<file path="config.mk">
export PLATFORM = sky130hd
export DESIGN_NAME = onewire_bus_master
export DESIGN_NICKNAME = d
export VERILOG_FILES = /design/src/rtl/onewire_bus_master.sv
export SDC_FILE = /design/constraint.sdc
export NUM_CORES = 1
export LEC_CHECK = 0
export ABC_CLOCK_PERIOD_IN_PS = 2400
export CAP_MARGIN = 0
export CORE_UTILIZATION = 51
export CTS_CLUSTER_SIZE = 8
export DETAILED_ROUTE_END_ITERATION = 8
export HOLD_SLACK_MARGIN = 0.12
export PLACE_DENSITY = 0.73
export SETUP_SLACK_MARGIN = 0.4
export SYNTH_ARGS = -nofsm -noshare
export SYNTH_HDL_FRONTEND = slang
export SYNTH_SLANG_ARGS = --single-unit
</file>
<file path="constraint.sdc">
create_clock -name clk_i -period 2.4 [get_ports clk_i]
set_input_delay 0.48 -clock clk_i [delete_from_list [all_inputs] [get_ports clk_i]]
set_output_delay 0.48 -clock clk_i [all_outputs]
set_load 0.03 [all_outputs]
</file>
<file path="src/rtl/onewire_bus_master.sv">
// 1-wire bit/byte master: reset/presence, byte write/read and single-bit slots on one of
// NUM_BUSES open-drain segments, with standard/overdrive timing and strong pull-up.
module onewire_bus_master #(
    parameter int unsigned CLK_FREQ    = 40_000_000,
    parameter int unsigned NUM_BUSES   = 4,
    parameter int unsigned SYNC_STAGES = 2,
    localparam int unsigned BW = (NUM_BUSES > 1) ? $clog2(NUM_BUSES) : 1
) (
    input  logic                 clk_i,
    input  logic                 rst_asy_n_i,
    input  logic                 rst_syn_i,
    input  logic                 cmd_en_i,
    input  logic [1:0]           cmd_i,
    input  logic [7:0]           data_i,
    input  logic [BW-1:0]        bus_sel_i,
    input  logic                 overdrive_i,
    input  logic                 spu_i,
    output logic                 busy_o,
    output logic                 done_o,
    output logic                 cmd_err_o,
    output logic [7:0]           data_o,
    output logic                 presence_o,
    output logic [NUM_BUSES-1:0] strong_pullup_o,
    input  logic [NUM_BUSES-1:0] rx_i,
    output logic [NUM_BUSES-1:0] tx_o
);

    localparam int unsigned Div = CLK_FREQ / 2_000_000;
    localparam int unsigned PW  = (Div > 1) ? $clog2(Div) : 1;

    localparam logic [1:0] CmdRst  = 2'b00;
    localparam logic [1:0] CmdRead = 2'b10;
    localparam logic [1:0] CmdBit  = 2'b11;
    localparam logic [1:0] CmdWrite = 2'b01;

    typedef enum logic [2:0] {
        StIdle, StRstLow, StRstWait, StSlotLow, StSlotRel, StSpu, StDone
    } state_e;

    state_e                 state_q;
    logic [PW-1:0]          presc_q;
    logic [9:0]             cnt_q;
    logic [7:0]             sh_q;
    logic [2:0]             bitcnt_q;
    logic [1:0]             cmd_q;
    logic [BW-1:0]          bus_q;
    logic                   od_q, spu_en_q, samp_q;
    logic                   busy_q, done_q, err_q, pres_q;
    logic [7:0]             data_q;
    logic [NUM_BUSES-1:0]   spu_q, tx_q;
    logic [NUM_BUSES-1:0]   sync_q [SYNC_STAGES];

    function automatic logic [NUM_BUSES-1:0] onehot(input logic [BW-1:0] b);
        logic [NUM_BUSES-1:0] oh;
        for (int unsigned i = 0; i < NUM_BUSES; i++) oh[i] = (32'(b) == i);
        return oh;
    endfunction

    always_ff @(posedge clk_i or negedge rst_asy_n_i) begin
        if (!rst_asy_n_i) begin
            for (int unsigned i = 0; i < SYNC_STAGES; i++) sync_q[i] <= '1;
        end else begin
            sync_q[0] <= rx_i;
            for (int unsigned i = 1; i < SYNC_STAGES; i++) sync_q[i] <= sync_q[i-1];
        end
    end

    logic       tick, bus_bad, wbit, last_bit, rx_bit;
    logic [9:0] cnt_nxt, t_rst_low, t_pres, t_rst_end, t_low, t_samp, t_slot;

    always_comb begin
        tick      = (presc_q == PW'(Div - 1));
        cnt_nxt   = cnt_q + 10'd1;
        bus_bad   = (32'(bus_sel_i) >= NUM_BUSES);
        rx_bit    = |(sync_q[SYNC_STAGES-1] & onehot(bus_q));
        // Read slots are write-1 slots; the shift register holds samples, not the bit to send.
        wbit      = (cmd_q == CmdRead) ? 1'b1 : sh_q[0];
        last_bit  = (cmd_q == CmdBit) || (bitcnt_q == 3'd7);
        t_rst_low = od_q ? 10'd140 : 10'd960;
        t_pres    = od_q ? 10'd17  : 10'd140;
        t_rst_end = od_q ? 10'd80  : 10'd820;
        t_low     = wbit ? (od_q ? 10'd2 : 10'd12) : (od_q ? 10'd15 : 10'd120);
        t_samp    = od_q ? 10'd4   : 10'd30;
        t_slot    = od_q ? 10'd20  : 10'd140;
    end

    always_ff @(posedge clk_i or negedge rst_asy_n_i) begin
        if (!rst_asy_n_i) begin
            state_q <= StIdle;  presc_q <= '0;  cnt_q <= '0;   sh_q <= '0;
            bitcnt_q <= '0;     cmd_q <= '0;    bus_q <= '0;   od_q <= 1'b0;
            spu_en_q <= 1'b0;   samp_q <= 1'b0; busy_q <= 1'b0; done_q <= 1'b0;
            err_q <= 1'b0;      pres_q <= 1'b0; data_q <= '0;  spu_q <= '0;
            tx_q <= '0;
        end else if (rst_syn_i) begin
            state_q <= StIdle;  presc_q <= '0;  cnt_q <= '0;   sh_q <= '0;
            bitcnt_q <= '0;     cmd_q <= '0;    bus_q <= '0;   od_q <= 1'b0;
            spu_en_q <= 1'b0;   samp_q <= 1'b0; busy_q <= 1'b0; done_q <= 1'b0;
            err_q <= 1'b0;      pres_q <= 1'b0; data_q <= '0;  spu_q <= '0;
            tx_q <= '0;
        end else begin
            done_q <= 1'b0;
            err_q  <= cmd_en_i && (state_q != StIdle);
            if (state_q == StIdle) presc_q <= '0;
            else                   presc_q <= tick ? '0 : presc_q + PW'(1);
            unique case (state_q)
                StIdle: if (cmd_en_i) begin
                    if (bus_bad) begin
                        err_q <= 1'b1;
                    end else begin
                        cmd_q    <= cmd_i;
                        bus_q    <= bus_sel_i;
                        od_q     <= overdrive_i;
                        spu_en_q <= spu_i;
                        sh_q     <= (cmd_i == CmdRead) ? 8'hFF :
                                    (cmd_i == CmdBit) ? {7'b0, data_i[0]} : data_i;
                        spu_q    <= '0;
                        busy_q   <= 1'b1;
                        cnt_q    <= '0;
                        bitcnt_q <= '0;
                        samp_q   <= 1'b0;
                        tx_q     <= onehot(bus_sel_i);
                        state_q  <= (cmd_i == CmdRst) ? StRstLow : StSlotLow;
                    end
                end
                StRstLow: if (tick) begin
                    cnt_q <= cnt_nxt;
                    if (cnt_nxt == t_rst_low) begin
                        cnt_q   <= '0;
                        tx_q    <= '0;
                        state_q <= StRstWait;
                    end
                end
                StRstWait: if (tick) begin
                    cnt_q <= cnt_nxt;
                    if (cnt_nxt == t_pres) pres_q <= ~rx_bit;
                    if (cnt_nxt == t_rst_end) begin
                        done_q  <= 1'b1;
                        state_q <= StDone;
                    end
                end
                StSlotLow: if (tick) begin
                    cnt_q <= cnt_nxt;
                    if (cnt_nxt == t_low) begin
                        tx_q    <= '0;
                        state_q <= StSlotRel;
                    end
                end
                StSlotRel: if (tick) begin
                    cnt_q <= cnt_nxt;
                    if (cnt_nxt == t_samp && wbit) samp_q <= rx_bit;
                    if (cnt_nxt == t_slot) begin
                        cnt_q    <= '0;
                        samp_q   <= 1'b0;
                        sh_q     <= {samp_q, sh_q[7:1]};
                        bitcnt_q <= bitcnt_q + 3'd1;
                        if (!last_bit) begin
                            tx_q    <= onehot(bus_q);
                            state_q <= StSlotLow;
                        end else begin
                            done_q <= 1'b1;
                            if (cmd_q == CmdRead) data_q <= {samp_q, sh_q[7:1]};
                            if (cmd_q == CmdBit)  data_q <= {7'b0, samp_q};
                            if (cmd_q == CmdWrite && spu_en_q) begin
                                spu_q   <= onehot(bus_q);
                                state_q <= StSpu;
                            end else begin
                                state_q <= StDone;
                            end
                        end
                    end
                end
                StSpu, StDone: begin
                    busy_q  <= 1'b0;
                    state_q <= StIdle;
                end
                default: state_q <= StIdle;
            endcase
        end
    end

    assign busy_o          = busy_q;
    assign done_o          = done_q;
    assign cmd_err_o       = err_q;
    assign data_o          = data_q;
    assign presence_o      = pres_q;
    assign strong_pullup_o = spu_q;
    assign tx_o            = tx_q;

endmodule

</file>
==> results.py, run 1 <==
metrics = {
    "layout": {
        "layoutNonFillerInstCount": 646,
        "fin_nets": 569,
        "syn_to_final_growth_pct": 50.4,
        "drive_above_1_share": 0.367,
        "diodes": 0,
        "final_util": 0.795,
    },
    "global_routing": {
        "grt-ovfl-total": 0,
        "grt_pass1_vias": 3615,
        "grt_max_degree": 25,
        "track_usage": 0.313,
        "antenna_found_initial": 0,
        "grt_pass1_wl_um": 18400,
    },
    "timing": {
        "slew_violations": 0,
        "final.setup.worst_slack_ns": -0.109,
        "setup_violations": 15,
        "min_period_over_period": 1.05,
        "fin_crit_ns": 2.51,
        "fmax_mhz": 399,
        "rsz0062_at_grt": "true",
        "setup_tns_ns": -0.994,
        "fin_worst_skew_ns": 0.0200,
        "slew_headroom": 0.502,
        "worst_pin_slew_ns": 0.745,
        "final-hold-violation-count": 0,
    },
    "critical_path": {
        "worstPathRequired_ns": 2.63,
        "worst-setup-path-type": "reg -> reg",
        "crit_path_end": "tx_o[1]$_DFFE_PN0P_",
        "r2r_cells": 8,
        "cp_max_fo": 5,
        "arrival_ns": 2.74,
        "reg2reg_to": "tx_o[1]$_DFFE_PN0P_",
        "worstSetupStartpoint": "cnt_q[5]$_DFFE_PN0P_",
        "worst-r2r-setup-slack_ns": -0.11,
        "cp-start-kind": "register",
        "cp-end-kind": "register",
        "timing.rr.start": "cnt_q[5]$_DFFE_PN0P_",
    },
    "run_status": {
        "outcome": "complete, but fails checks",
        "violations": "setup timing",
    },
    "clocking": {
        "cts_tree": "done",
        "cts_buffers": 9,
        "numClockSinks": 64,
        "cts-root-buf": "clkbuf_8",
        "worstSkewPairLatency_ns": 0.36,
        "clkTransAtPathRegs_ns": 0.08,
        "htree_levels": 3,
        "cts_max_path_buffers": 2,
    },
    "detailed_routing": {
        "ant_nets": 0,
        "drc": 0,
        "wl_per_cell_um": 18.4,
        "num_vias": 3985,
        "wl_um": 11900,
        "drtPass1Iterations": 5,
        "drtIter0Drc": 412,
        "via_per_inst": 6.17,
    },
    "logic_synthesis": {
        "syn_inst": 423,
        "postSynthAreaPerCell_um2": 9.07,
        "syn_area_um2": 3830,
        "ys_warn_count": 0,
        "synth-seq-cells": 64,
        "syn-num-nets": 450,
        "yosysSeqAreaShare": 0.420,
        "async_flop_share": 1.00,
        "synth_cell_type_count": 69,
        "synthFlopType": "dfrtp_1",
        "synth-edff-count": 0,
    },
    "power_and_ir_drop": {
        "p_leak_nw": 2.46,
        "power_density_nw_per_um2": 683,
        "irDropWorstVdd_mv": 0.677,
    },
    "die": {
        "die_h_um": 88.7,
        "die_area_um2": 7870,
        "rows": 31,
        "initial_utilization": 0.529,
        "core_area_um2": 7250,
        "die_x_um": 88.7,
        "ioPinCount": 42,
    },
    "flow_run": {
        "max_cap_viol_count": 0,
    },
    "placement": {
        "dp_hpwl_um": 8150,
        "placed_cells": 612,
        "io_buffers": 41,
        "gp_congestion": 0.932,
    },
    "hold_path": {
        "hp-class": "reg -> reg",
    },
}
## registers in the layout (all words and copies together), names as in the netlist, 3 cells and up
signal,flops
presc_q,5
cnt_q,10
sync_q,8
tx_o,4
strong_pullup_o,4
data_o,8
state_q,3
bitcnt_q,3
sh_q,8
## worst max-delay path, stage by stage (launching register included)
cell and delay [ns]:
dfrtp_1 0.46, nand4_1 0.24, o221a_2 0.36, a211oi_4 0.32, nand3_1 0.13, and4b_2 0.35, o211ai_1 0.09, buf_4 0.18
mux2_2 0.27
## metrics by stage
step | hold slack [ns] | cell area (µm²) | total power (W) | setup WS, ns
global placement | 0.346 | 5080 | 0.00252 | -0.0903
CTS | 0.358 | 5560 | 0.00383 | -0.0363
floorplan | 0.184 | 4130 | 0.00207 | 0.0896
detailed placement | 0.347 | 5080 | 0.00256 | -0.149
global route | 0.359 | 5770 | 0.00410 | -0.207
finish | 0.357 | 5770 | 0.00394 | -0.109
## logic make-up (layout without fill, tap and decap cells)
kind of cell,after synthesis,count (layout),share of synthesized area
DFF,64,64,0.420
and+or+nand+nor,170,170,0.231
muxes,8,8,0.0254
adders and majority gates,5,5,0.0163
xor gates and xnor gates,12,12,0.0346
buffers and inverters,39,163,0.0424
AOI/OAI and AO/OA,125,125,0.230
## what timing repair did
| action | in CTS | in global routing |
|---|---|---|
| buffers inserted | 10 | 7 |
| hold buffers | 1 | 0 |
| gates resized for setup | 29 | 33 |
| endpoints found under the setup margin | 43 | 43 |
| cloned | 0 | 0 |
| pin swaps | 18 | 11 |
| endpoints found under the hold margin | 8 | 0 |
## area by class of cell
type                            instances  area, µm²
Clock buffer                            9        124
Multi-Input combinational cell        320       2550
Tap cell                               99        124
Timing Repair Buffer                  135       1170
Clock inverter                          7        128
Fill cell                             468       1480
Sequential cell                        64       1620
Inverter                               12       47.5
## worst min path at each step
stage | slack, ns | to | start | cells after the start
floorplan | 0.18 | bitcnt_q[0]$_DFFE_PN0P_ | rst_asy_n_i | 0
global placement | 0.35 | sync_q[0]$_DFF_PN1_ | sync_q[4]$_DFF_PN1_ | 0
detailed placement | 0.35 | sync_q[0]$_DFF_PN1_ | sync_q[4]$_DFF_PN1_ | 0
CTS | 0.36 | sync_q[0]$_DFF_PN1_ | sync_q[4]$_DFF_PN1_ | 0
global route | 0.36 | sync_q[3]$_DFF_PN1_ | sync_q[7]$_DFF_PN1_ | 0
finish | 0.36 | sync_q[1]$_DFF_PN1_ | sync_q[5]$_DFF_PN1_ | 0
## report_power, final
part / switching (W) / internal, W / total (W)
registers: 0.000116 / 0.00119 / 0.00131
clock network: 0.000494 / 0.000705 / 0.00120
logic: 0.000785 / 0.000654 / 0.00144
total: 0.00139 / 0.00255 / 0.00394
## cells in the final DEF, fill, tap and decap left out, types with 6 or more instances in the layout
master	n
o21ai_0	14
buf_6	9
inv_1	7
a22o_1	7
xnor2_1	6
nand2_1	51
dfrtp_2	6
nor2_1	28
o31ai_1	6
nand4_1	9
o21ai_1	7
clkdlybuf4s50_1	40
a21oi_1	26
clkbuf_8	9
dfrtp_1	50
buf_4	82
and2_1	6
nor3_1	12
nand3_1	10
dfstp_2	8
## layer usage
layer | share of wire | up-vias | GRT usage
li1 | - | 1807 | -
met1 | 0.44 | 1952 | 0.443
met2 | 0.47 | 195 | 0.480
met3 | 0.068 | 31 | 0.0550
met4 | 0.024 | 0 | 0.116
met5 | 0 | - | 0
## cell usage after synthesis (6+ instances only)
cell | count | area share
nor3_1 | 13 | 0.017
a21oi_1 | 27 | 0.035
o21ai_0 | 26 | 0.034
and2_1 | 6 | 0.0098
nand4_1 | 9 | 0.015
xnor2_1 | 8 | 0.018
nand2_1 | 53 | 0.052
o41ai_1 | 6 | 0.014
nor2_1 | 32 | 0.031
clkbuf_1 | 17 | 0.017
dfstp_2 | 8 | 0.055
a22o_1 | 7 | 0.016
nand3_1 | 12 | 0.016
inv_1 | 10 | 0.0098
buf_2 | 7 | 0.0091
nor2b_1 | 6 | 0.0098
dfrtp_1 | 56 | 0.37
o31ai_1 | 10 | 0.020
Power figures use the tool's default switching activity.
==> inputs of run 2 (changes only) <==
CORE_MARGIN = 1.5   (was default)
==> run 2 against run 1 <==
  * The run still ends with setup timing left
  * Critical path type unchanged
  * Flip-flop and latch count did not move
  * Cell count rose by 1.1%
  * Critical endpoint is now state_q[0]$_DFFE_PN0P_
  * First-iteration DRC count fell by 6.1%
  * Highest routed layer unchanged
  * Non-clock buffer count rose by 6
==> results.py, run 2 (synthesis results as in run 1) <==
metrics = {
    "layout": {
        "most-common-layout-cells": "buf_4 (81), dfrtp_1 (52), nand2_1 (45)",
        "fin_nets": 576,
        "syn_to_final_growth_pct": 56.8,
        "stdcell_area_um2": 6010,
        "layout_commonest_cell": "buf_4",
        "drive_above_1_share": 0.406,
        "largest_register": "cnt_q",
        "largest_reg_flops": 10,
        "diodes": 0,
    },
    "global_routing": {
        "grt_max_degree": 37,
        "grt_pass1_wl_um": 19100,
        "antenna_found_initial": 0,
        "track_usage": 0.300,
        "grt_pass1_vias": 3829,
        "grt-ovfl-total": 0,
    },
    "die": {
        "die_area_um2": 8050,
        "die_x_um": 89.7,
        "die_h_um": 89.7,
        "core_area_um2": 7250,
        "initial_utilization": 0.529,
        "rows": 31,
        "ioPinCount": 42,
    },
    "clocking": {
        "numClockSinks": 64,
        "cts-root-buf": "clkbuf_8",
        "cts_tree": "done",
        "htree_levels": 3,
        "cts_max_path_buffers": 2,
        "cts_buffers": 9,
        "worstSkewPairLatency_ns": 0.36,
        "clkTransAtPathRegs_ns": 0.07,
    },
    "critical_path": {
        "slowest_stage": "dfrtp_2",
        "timing.rr.start": "cnt_q[1]$_DFFE_PN0P_",
        "crit_family": "compound AO/OA/AOI/OAI gates",
        "worst-setup-path-type": "reg -> reg",
        "cp_max_fo": 4,
        "critPathBufInv": 4,
        "slowest_delay_ns": 0.44,
        "crit_chain": "buf_6 -> nand4_4 -> or3_4 -> a211oi_4 -> o211ai_4 -> buf_6 -> buf_4 -> buf_4 -> o21ai_0 -> a32oi_1 -> o21ai_1",
        "arrival_ns": 2.83,
        "worstPathRequired_ns": 2.66,
        "cp-start-kind": "register",
        "r2r_cells": 11,
        "cp-end-kind": "register",
        "worst-r2r-setup-slack_ns": -0.17,
        "reg2reg_to": "state_q[0]$_DFFE_PN0P_",
    },
    "placement": {
        "gp_congestion": 0.941,
        "dp_hpwl_um": 8120,
        "io_buffers": 41,
        "pre_cts_ws_ns": -0.107,
        "placed_area_um2": 5100,
    },
    "detailed_routing": {
        "drc": 0,
        "drtIter0Drc": 387,
        "drtPass1Iterations": 6,
        "wl_um": 13400,
        "ant_nets": 0,
        "via_per_inst": 6.34,
        "wl_per_cell_um": 20.5,
        "num_vias": 4137,
    },
    "hold_path": {
        "hp-class": "in -> async",
    },
    "timing": {
        "final.setup.worst_slack_ns": -0.165,
        "final-hold-violation-count": 0,
        "rsz0062_at_grt": "true",
        "min_period_over_period": 1.07,
        "fmax_mhz": 390,
        "timing.hold.ws_ns": 0.158,
        "worst_pin_slew_ns": 0.687,
        "setup_tns_ns": -3.73,
        "fin_crit_ns": 2.57,
        "setup_violations": 40,
        "fin_worst_skew_ns": 0.0139,
        "slew_violations": 0,
        "slew_headroom": 0.542,
    },
    "power_and_ir_drop": {
        "power_density_nw_per_um2": 649,
        "irDropWorstVdd_mv": 0.682,
        "p_leak_nw": 2.57,
        "power_w": 0.00390,
    },
    "flow_run": {
        "max_cap_viol_count": 0,
    },
    "run_status": {
        "outcome": "complete, but fails checks",
        "violations": "setup timing",
    },
}
[run 2: metrics by stage]
| stage | utilization | cells |
|---|---|---|
| 4_1_cts | 0.772 | 640 |
| 6_report | 0.829 | 653 |
| 2_1_floorplan | - | 423 |
| 3_5_place_dp | 0.703 | 611 |
| 3_3_place_gp | 0.703 | 611 |
| 5_1_grt | 0.829 | 653 |
[run 2: how the worst max path moves through the flow]
stage                     depth (start not counted)            startpoint  slack, ns                     end
final                                            11  cnt_q[1]$_DFFE_PN0P_      -0.17  state_q[0]$_DFFE_PN0P_
after floorplan                                   8  cnt_q[1]$_DFFE_PN0P_       0.09     tx_o[0]$_DFFE_PN0P_
after CTS                                         9  cnt_q[1]$_DFFE_PN0P_      -0.05     tx_o[1]$_DFFE_PN0P_
after global placement                            8  cnt_q[1]$_DFFE_PN0P_      -0.12     tx_o[0]$_DFFE_PN0P_
after detailed placement                          8  cnt_q[1]$_DFFE_PN0P_      -0.11     tx_o[2]$_DFFE_PN0P_
after global routing                              9  cnt_q[1]$_DFFE_PN0P_      -0.26   data_o[5]$_DFFE_PN0P_
[run 2: worst register-to-register path, cell delays in order, from the launching register on]
cell and delay (ns):
dfrtp_2 0.44, buf_6 0.12, nand4_4 0.10, or3_4 0.39, a211oi_4 0.29, o211ai_4 0.14, buf_6 0.14, buf_4 0.15
buf_4 0.15, o21ai_0 0.21, a32oi_1 0.15, o21ai_1 0.20
[run 2: layout make-up]
| type | count | area (µm²) |
|---|---|---|
| clock buffers | 10 | 138 |
| clock inverters | 6 | 66.3 |
| fillers | 414 | 1240 |
| inverters | 12 | 45.0 |
| multi-input cells | 321 | 2750 |
| flip-flops and latches | 64 | 1620 |
| well taps | 99 | 124 |
| repair buffers | 141 | 1280 |
[run 2: routing by layer]
layer,track usage,share of wire,vias to the layer above
met1,0.396,0.40,2024
met2,0.485,0.49,229
met4,0.139,0.037,0
li1,-,-,1827
met3,0.0491,0.065,57
met5,0,0,-
[run 2: repair_timing]
action,in CTS,in global routing
endpoints found under the setup margin,43,43
cloned,2,0
buffers inserted,11,13
hold endpoints to repair,0,0
resized for setup,38,66
hold buffers,0,0
pin swaps,23,30
[run 2: power breakdown]
part | internal [W] | switching (W) | leakage (nW) | total (W)
sequential | 0.00119 | 0.000129 | 0.843 | 0.00132
combinational | 0.000724 | 0.000863 | 1.63 | 0.00159
clock | 0.000510 | 0.000485 | 0.0949 | 0.000995
